## src/rtl/task_fetch_frontend.sv

```systemverilog
// task_fetch_frontend
//   Core-side initiator of the task-read/finish protocol. Each lane (one per core) takes a dequeue
//   request, issues m_arvalid/m_araddr to the serializer, and captures the one-cycle response. It then
//   offers the task to its core (valid/ready), waits for core_done, and queues a finish notification.
//   Finish notifications from all lanes share one round-robin output stream, one per cycle.
// Ports
//   clk, rstn                      clock, synchronous active-low reset
//   core_req/core_ttype            per-core dequeue request and task type (sampled in IDLE)
//   core_task_valid/ready          per-core task handoff; core_task/core_cq_slot hold the task
//   core_done                      per-core completion pulse (valid only in RUN)
//   m_arvalid/m_araddr             per-core read request to the serializer
//   m_rvalid/m_rdata/m_cq_slot     serializer response (one-hot strobe, shared data)
//   finished_task_valid/core       finish notification stream
//   busy_lanes                     registered count of non-IDLE lanes
//   n_dispatched/n_finished        wrapping 32-bit event counters
//   proto_err                      sticky protocol-error flag

package task_fetch_pkg;
    typedef logic [3:0] task_type_t;
    typedef struct packed {
        logic [3:0]  ttype;
        logic [7:0]  hint;
        logic [31:0] args;
    } task_t;
    typedef logic [7:0] cq_slice_slot_t;
endpackage

module task_fetch_frontend
    import task_fetch_pkg::*;
#(
    parameter int unsigned NUM_CORES = 10,
    parameter int unsigned TILE_ID   = 0,
    localparam int unsigned CORE_W   = (NUM_CORES > 1) ? $clog2(NUM_CORES) : 1,
    localparam int unsigned BUSY_W   = $clog2(NUM_CORES + 1)
) (
    input  logic                             clk,
    input  logic                             rstn,
    input  logic [NUM_CORES-1:0]             core_req,
    input  task_type_t [NUM_CORES-1:0]       core_ttype,
    output logic [NUM_CORES-1:0]             core_task_valid,
    input  logic [NUM_CORES-1:0]             core_task_ready,
    output task_t [NUM_CORES-1:0]            core_task,
    output cq_slice_slot_t [NUM_CORES-1:0]   core_cq_slot,
    input  logic [NUM_CORES-1:0]             core_done,
    output logic [NUM_CORES-1:0]             m_arvalid,
    output task_type_t [NUM_CORES-1:0]       m_araddr,
    input  logic [NUM_CORES-1:0]             m_rvalid,
    input  task_t                            m_rdata,
    input  cq_slice_slot_t                   m_cq_slot,
    output logic                             finished_task_valid,
    output logic [CORE_W-1:0]                finished_task_core,
    output logic [BUSY_W-1:0]                busy_lanes,
    output logic [31:0]                      n_dispatched,
    output logic [31:0]                      n_finished,
    output logic                             proto_err
);

    // TILE_ID is debug-only; keep it within a 16-bit tile index space.
    if (TILE_ID > 32'hFFFF) begin : g_bad_tile_id
        $error("task_fetch_frontend: TILE_ID out of range");
    end

    typedef enum logic [2:0] {StIdle, StReq, StHold, StRun, StFin} lane_state_t;

    lane_state_t                    state_q [NUM_CORES];
    lane_state_t                    state_d [NUM_CORES];
    task_type_t [NUM_CORES-1:0]     ttype_q;
    task_t [NUM_CORES-1:0]          task_q;
    cq_slice_slot_t [NUM_CORES-1:0] slot_q;
    logic [CORE_W-1:0]              rr_q;
    logic                           fin_valid_q;
    logic [CORE_W-1:0]              fin_core_q;
    logic [BUSY_W-1:0]              busy_q;
    logic [31:0]                    n_disp_q;
    logic [31:0]                    n_fin_q;
    logic                           err_q;

    logic                 rsp_multi;
    logic [NUM_CORES-1:0] rsp_hit;
    logic [NUM_CORES-1:0] dispatch;
    logic [NUM_CORES-1:0] fin_req;
    logic                 grant_valid;
    logic [CORE_W-1:0]    grant_idx;
    logic                 err_d;
    logic [BUSY_W-1:0]    busy_d;
    logic [31:0]          n_disp_inc;
    int                   idx;

    always_comb begin
        // A multi-hot strobe cannot be attributed to one lane, so every bit is dropped.
        rsp_multi   = $countones(m_rvalid) > 1;
        err_d       = rsp_multi;
        rsp_hit     = '0;
        dispatch    = '0;
        fin_req     = '0;
        grant_valid = 1'b0;
        grant_idx   = '0;
        busy_d      = '0;
        idx         = 0;
        for (int i = 0; i < int'(NUM_CORES); i++) begin
            rsp_hit[i]  = m_rvalid[i] && !rsp_multi && (state_q[i] == StReq);
            dispatch[i] = (state_q[i] == StHold) && core_task_ready[i];
            fin_req[i]  = (state_q[i] == StFin);
            if (m_rvalid[i] && (state_q[i] != StReq)) err_d = 1'b1;
            if (core_done[i] && (state_q[i] != StRun)) err_d = 1'b1;
        end
        // Round-robin: first FIN lane at or after the pointer wins.
        for (int k = 0; k < int'(NUM_CORES); k++) begin
            idx = (int'(rr_q) + k) % int'(NUM_CORES);
            if (!grant_valid && fin_req[idx]) begin
                grant_valid = 1'b1;
                grant_idx   = CORE_W'(idx);
            end
        end
        for (int i = 0; i < int'(NUM_CORES); i++) begin
            state_d[i] = state_q[i];
            unique case (state_q[i])
                StIdle: if (core_req[i]) state_d[i] = StReq;
                StReq:  if (rsp_hit[i]) state_d[i] = StHold;
                StHold: if (core_task_ready[i]) state_d[i] = StRun;
                StRun:  if (core_done[i]) state_d[i] = StFin;
                StFin:  if (grant_valid && (grant_idx == CORE_W'(i))) state_d[i] = StIdle;
                default: state_d[i] = StIdle;
            endcase
            if (state_d[i] != StIdle) busy_d = busy_d + BUSY_W'(1);
        end
        n_disp_inc = 32'($countones(dispatch));
    end

    always_ff @(posedge clk) begin
        if (!rstn) begin
            for (int i = 0; i < int'(NUM_CORES); i++) state_q[i] <= StIdle;
            ttype_q     <= '0;
            task_q      <= '0;
            slot_q      <= '0;
            rr_q        <= '0;
            fin_valid_q <= 1'b0;
            fin_core_q  <= '0;
            busy_q      <= '0;
            n_disp_q    <= '0;
            n_fin_q     <= '0;
            err_q       <= 1'b0;
        end else begin
            for (int i = 0; i < int'(NUM_CORES); i++) begin
                state_q[i] <= state_d[i];
                if ((state_q[i] == StIdle) && core_req[i]) ttype_q[i] <= core_ttype[i];
                if (rsp_hit[i]) begin
                    task_q[i] <= m_rdata;
                    slot_q[i] <= m_cq_slot;
                end
            end
            fin_valid_q <= grant_valid;
            if (grant_valid) begin
                fin_core_q <= grant_idx;
                rr_q       <= (grant_idx == CORE_W'(NUM_CORES - 1)) ? '0 : grant_idx + CORE_W'(1);
                n_fin_q    <= n_fin_q + 32'd1;
            end
            n_disp_q <= n_disp_q + n_disp_inc;
            busy_q   <= busy_d;
            if (err_d) err_q <= 1'b1;
        end
    end

    always_comb begin
        for (int i = 0; i < int'(NUM_CORES); i++) begin
            core_task_valid[i] = (state_q[i] == StHold);
            m_arvalid[i]       = (state_q[i] == StReq);
        end
    end

    assign m_araddr            = ttype_q;
    assign core_task           = task_q;
    assign core_cq_slot        = slot_q;
    assign finished_task_valid = fin_valid_q;
    assign finished_task_core  = fin_core_q;
    assign busy_lanes          = busy_q;
    assign n_dispatched        = n_disp_q;
    assign n_finished          = n_fin_q;
    assign proto_err           = err_q;

endmodule
```

## config.mk

```make
export PLATFORM = sky130hd
export DESIGN_NAME = task_fetch_frontend
export DESIGN_NICKNAME = d
export VERILOG_FILES = /design/src/rtl/task_fetch_frontend.sv
export SDC_FILE = /design/constraint.sdc
export NUM_CORES = 2
export LEC_CHECK = 0
export BUFFER_PORTS_ARGS = -buffer_cell sky130_fd_sc_hd__buf_2
export CORE_AREA = 4 4 305 307
export DETAILED_ROUTE_END_ITERATION = 6
export DIE_AREA = 0 0 309 311
export GPL_TIMING_DRIVEN = 1
export PLACE_DENSITY_LB_ADDON = 0.08
export SYNTH_ARGS = -nofsm -noshare
export SYNTH_HDL_FRONTEND = slang
export SYNTH_SLANG_ARGS = --single-unit
```

## constraint.sdc

```tcl
create_clock -name clk -period 12.4 [get_ports clk]
set_input_delay 2.48 -clock clk [delete_from_list [all_inputs] [get_ports clk]]
set_output_delay 2.48 -clock clk [all_outputs]
set_load 0.005 [all_outputs]
```

After elaboration in Yosys (flattened, before gate mapping) --
Memory sizes are Yosys's and may differ from the RTL's. Index checks and enable logic that the tools add are counted.
Word-level totals: bits in latches 0, flip-flop bits (word level) 638, memories kept 1, bits in writable memories 30, memory bits (read-only) 0, input port bits 134, logic and storage cells 460
Memories:
- state_q | depth 10, width 3, rd ports 10, clocked after Yosys merged registers in 0, write ports 10, line 65 | lane_state_t state_q [NUM_CORES];
Operators by class: $lt $le $gt $ge 11, divide/modulo/power cells 10, add/sub/neg operators 39, shift-type cells 0, $mul 0, muxes and demuxes 153, bitwise gates (word level) 10, equal/unequal tests 69, reduce and logical (&&, ||, !) cells 110
Operators with widths (number):
- $lt 32x6->1 const B | 10
- $mod 32x5->32 const B | 9
- $mux 3 | 60
- $pmux 3 s5 | 10
- $mux 4 | 20
- $logic_and 1x1->1 | 79
- $eq 3x2->1 const B | 20
- $mux 1 | 53
- $add 4x1->4 const B | 10
- $bmux 1 s4 | 10
- $add 32x1->32 const B | 1
- $add 32x5->32 | 1
- $mod 5x5->32 const B | 1
- $eq 3x1->1 const B | 10
- $eq 3x3->1 const B | 10
- $logic_not 3->1 | 10
- $ne 3x1->1 const B | 10
- $ne 3x2->1 const B | 10
- $reduce_bool 3->1 | 10
- $add 1x1->2 | 10
- $add 4x3->5 const B | 4
- $eq 4x3->1 const B | 4
- $add 2x2->3 | 4
- $add 4x2->5 | 2
- other kinds (11) | 34

Depth between registers and ports, before layout --
An unclocked memory read counts as a cell.
depth after elaboration 57, gate-level depth with buffers 48, depth with buffers taken out 45

Worst setup path after synthesis --
OpenSTA, ideal clock, no wires.
path kind reg-to-reg, start register rr_q[0], end register busy_q[2], in the netlist busy_lanes[2], slack 3.199 ns, path buffers 4, period minus slack after synthesis 9.201 ns, required time 12.330 ns, arrival time 9.131 ns, cell stages (with the launch flop) 47, setup time 0.070 ns, cell sequence dfxtp_1 > buf_4 > inv_1 > buf_2 > ha_1 > buf_2 > xnor2_1 > or2_2 > ha_1 > nand2b_1 > a222oi_1 > mux2i_1 > mux2_4 > nor2_2 > and3b_1 > buf_4 > a221o_1 > mux2i_4 > (+11 left out) > or2_2 > nand2_1 > xnor2_1 > o21ai_0 > ha_1 > or2_2 > a21o_1 > a31oi_1 > ha_1 > a22oi_1 > o31ai_1 > xnor2_1 > mux2i_1 > ha_1 > o21ai_0 > xor2_1 > or3_1 > a21oi_1
Between the ends: cells in the longest elaborated chain, start to end 56
RTL lines:
- start: declaration | line 70 | logic [CORE_W-1:0] rr_q;
- start signal: assignment | line 155 | rr_q <= (grant_idx == CORE_W'(NUM_CORES - 1)) ? '0 : grant_idx + CORE_W'(1);
- parallel branches: the longest is 55 deep, another holds $mod 32x5->32
- $mux 4 (*) | line 125 | if (state_d[i] != StIdle) busy_d = busy_d + BUSY_W'(1);
- end signal: assignment | line 159 | busy_q <= busy_d;
- end: declaration | line 73 | logic [BUSY_W-1:0] busy_q;
Every way passes the cells marked *. The select of a mux whose other input is x is not followed. A chain may end at the register's enable or synchronous reset.

Worst setup path after layout --
start register rr_q[2], end register busy_q[2], in the netlist busy_lanes[2]
Same word-level chain as after synthesis.

==> run metrics <==
via count 29100; peak supply drop 391 uV; crit-path max cell delay 860 ps; syn nets 4019; Post-route DRC 0; Synth Area in Compound Gates 0.168; CP Class reg -> reg; vias in the first global route 27300; main combinational cell family by area after synthesis simple AND/OR/NAND/NOR gates; Buffers on Ports between 700 and 800; height of the die around 310 um; share of cells above drive strength 1 0.235; Period minus WS final 10930 ps; Leakage 15.7 nW; Initial Util 0.333; Min-Delay Path Class reg -> reg; Finish-stage setup viols 0; clock-pin slew on the worst setup and hold paths 70 ps; Synth Area in Adders 0.0314; Area Growth Syn to Fin 24.4%; post-route ant nets 0; fmax between 90 and 100 MHz; CP most frequent cell ha_1; Least-Margin Pin Slew 1130 ps; MaxCap Viol Count 0; nets 4635; Synth cell types 116; Max Clock Skew 29.6 ps; DR iter-0 viols roughly 2600; average size of a mapped cell just under 8 um2; DRT Wirelength 135000 um; Tot Pwr roughly 9 mW; Top FF cell, synth dfxtp_1; Synth Area in XOR/XNOR 0.0315; register area share after synthesis 0.447; R2R Setup Slk 1470 ps; length in cells of the worst reg-to-reg path 42; initial antenna violation count 5; synthesized flop and latch total 668; Period Utilization, post-route 0.881; FF-to-FF Start rr_q[2]$_SDFFE_PN0P_; Gate Count Post-Synth about 3800; Routability Congestion approximately 0.9; Final Hold Fails 0; via-per-instance ratio 5.13; Setup TNS Final 0 ps; Post-synth EDFFs 0; simple-gate portion of the synthesized area 0.239; Ys Warns 0; first-pass GRT wire length between 150000 and 200000 um; clock sinks 668; WL/cell 23.8 um; First-pass DRT Iterations 6; GRT overflow 0; startpoint types flop; CTS tree built; CP required approximately 13000 ps; num ports roughly 790; post-layout util 0.414; Row Count 110; RSZ-0062 raised after global routing false; PostCTS Resize Cnt 0; Critical-path top delay cell o31ai_1; R2R Path End busy_lanes[2]$_SDFF_PN0_; HPWL after DPL ~94000 um; clock latency at the later pin of the worst-skew pair ~630 ps; CP Max Fanout 15; total track usage 0.269; crit path DAT 11460 ps; Max Root-Sink Buffers 3; Post-synth ARST share 0; Post-Syn Area 0.0299 mm2; CTS H-tree lvls 3; PD cells 242 mW/mm2; largest net degree at the start of global routing slightly below 200; Worst Hold Path EP core_task[257]$_SDFFE_PN0P_; Root Buffer clkbuf_16; mux contribution to synthesized area 0.0360; worst hold stages 2; Final Max Tran Viols 0; CTS Buf Count 78; Hold Startpoint core_task[257]$_SDFFE_PN0P_; Post-CTS Repair Setup Buffers 0; Die Footprint slightly below 0.1 mm2; Rel. slew slack 0.233; total core area 0.0900 mm2; die width 309 um; outcome finished clean; Post-CTS Hold Buffers 0; Crit. End Element flop
## cells by family (layout without fill, tap and decap cells)
logic type | after synthesis | after routing
fa+ha+maj | 68 | 68
flops | 668 | 668
simple gates | 1678 | 1678
mux | 92 | 92
xor+xnor | 96 | 96
compound gates | 863 | 863
other cells | 0 | 2
buf+inv | 356 | 1033
## where the power goes
part / switching (mW) / internal (mW)
logic: 2.57 / 1.71
clock network: 0.959 / 1.39
registers: 0.0991 / 2.29
total: 3.63 / 5.39
## how the worst max path moves through the flow
stage / start / to / slack (ps) / cells after the start
after global routing: rr_q[2]$_SDFFE_PN0P_ / busy_lanes[2]$_SDFF_PN0_ / 740 / 42
after detailed placement: rr_q[2]$_SDFFE_PN0P_ / busy_lanes[2]$_SDFF_PN0_ / 1720 / 42
final: rr_q[2]$_SDFFE_PN0P_ / busy_lanes[2]$_SDFF_PN0_ / 1470 / 42
after CTS: rr_q[2]$_SDFFE_PN0P_ / busy_lanes[2]$_SDFF_PN0_ / 1660 / 42
after global placement: rr_q[2]$_SDFFE_PN0P_ / busy_lanes[2]$_SDFF_PN0_ / 1650 / 42
after floorplan: rr_q[0]$_SDFFE_PN0P_ / busy_lanes[2]$_SDFF_PN0_ / 3200 / 46
## state kept, by name (all words and copies together), names as in the netlist
signal,flops
core_task,440
rr_q,4
n_dispatched,32
m_araddr,40
state_q,30
busy_lanes,4
finished_task_core,4
proto_err,1
finished_task_valid,1
core_cq_slot,80
n_finished,32
## critical path: cells and delay by family (launching register included)
family | cells | cell delay [ps]
multiplexers | 2 | 330
flip-flops | 1 | 750
buffers and inverters | 3 | 230
AO/OA/AOI/OAI | 14 | 3160
XOR/XNOR | 3 | 490
AND/OR/NAND/NOR | 12 | 3200
adder cells (fa/ha/maj) | 8 | 2660
## synthesized netlist by cell type (all sizes together) (16+ instances only)
cell | number | area, um2
nand2 | 1147 | 4310
dfxtp | 668 | 13400
a21oi | 615 | 3110
clkbuf | 268 | 1010
nor2 | 207 | 785
mux2i | 70 | 713
o21ai | 61 | 324
inv | 56 | 210
nand3 | 56 | 280
ha | 51 | 638
xor2 | 49 | 437
xnor2 | 45 | 462
nor3 | 42 | 215
buf | 30 | 196
and3 | 27 | 169
and2 | 26 | 163
nand2b | 26 | 163
nor3b | 22 | 185
nor2b | 21 | 131
nand4 | 18 | 113
nor4b | 17 | 149
or3 | 16 | 100
## placed cells by master (no fill, tap or decap), types with 18 or more instances in the layout
cell type and count:
buf_4 45, o21ai_0 51, clkbuf_16 80, inv_1 51, nand2_1 1143, xnor2_1 39
buf_2 787, and3_1 22, nand4_1 18, nand3_1 49, xor2_1 48, mux2i_1 69
a21oi_1 611, nor3_1 40, ha_1 51, nor2_1 203, and2_1 23, clkbuf_1 18
dfxtp_1 667, nor2b_1 21, clkbuf_8 26, nand2b_1 26, nor3b_1 18
## area by class of cell
cell class,instances,area (um2)
antenna,2,5.00
clock buffer,124,2430
clock inverter,17,181
fill,9427,52800
inverter,58,225
multi-input combinational,2797,15300
sequential,668,13400
tap,1176,1470
timing repair buffer,834,4320
## per-layer routing
layer,vias up,wire (um),global-route usage
met1,13800,54800,0.329
li1,14100,-,-
met4,0,5710,0.108
met3,206,11400,0.0794
met5,-,0,0
met2,1020,63100,0.442
## per-stage QoR
stage,setup WS [ps],instances,hold slack [ps],area (um2)
5_1_grt,742,5675,465,37300
4_1_cts,1660,5674,451,37300
3_5_place_dp,1720,5533,443,34600
6_report,1470,5676,449,37300
2_1_floorplan,3200,3821,453,29900
3_3_place_gp,1650,5533,438,34600
(Power assumes the default switching activity.)
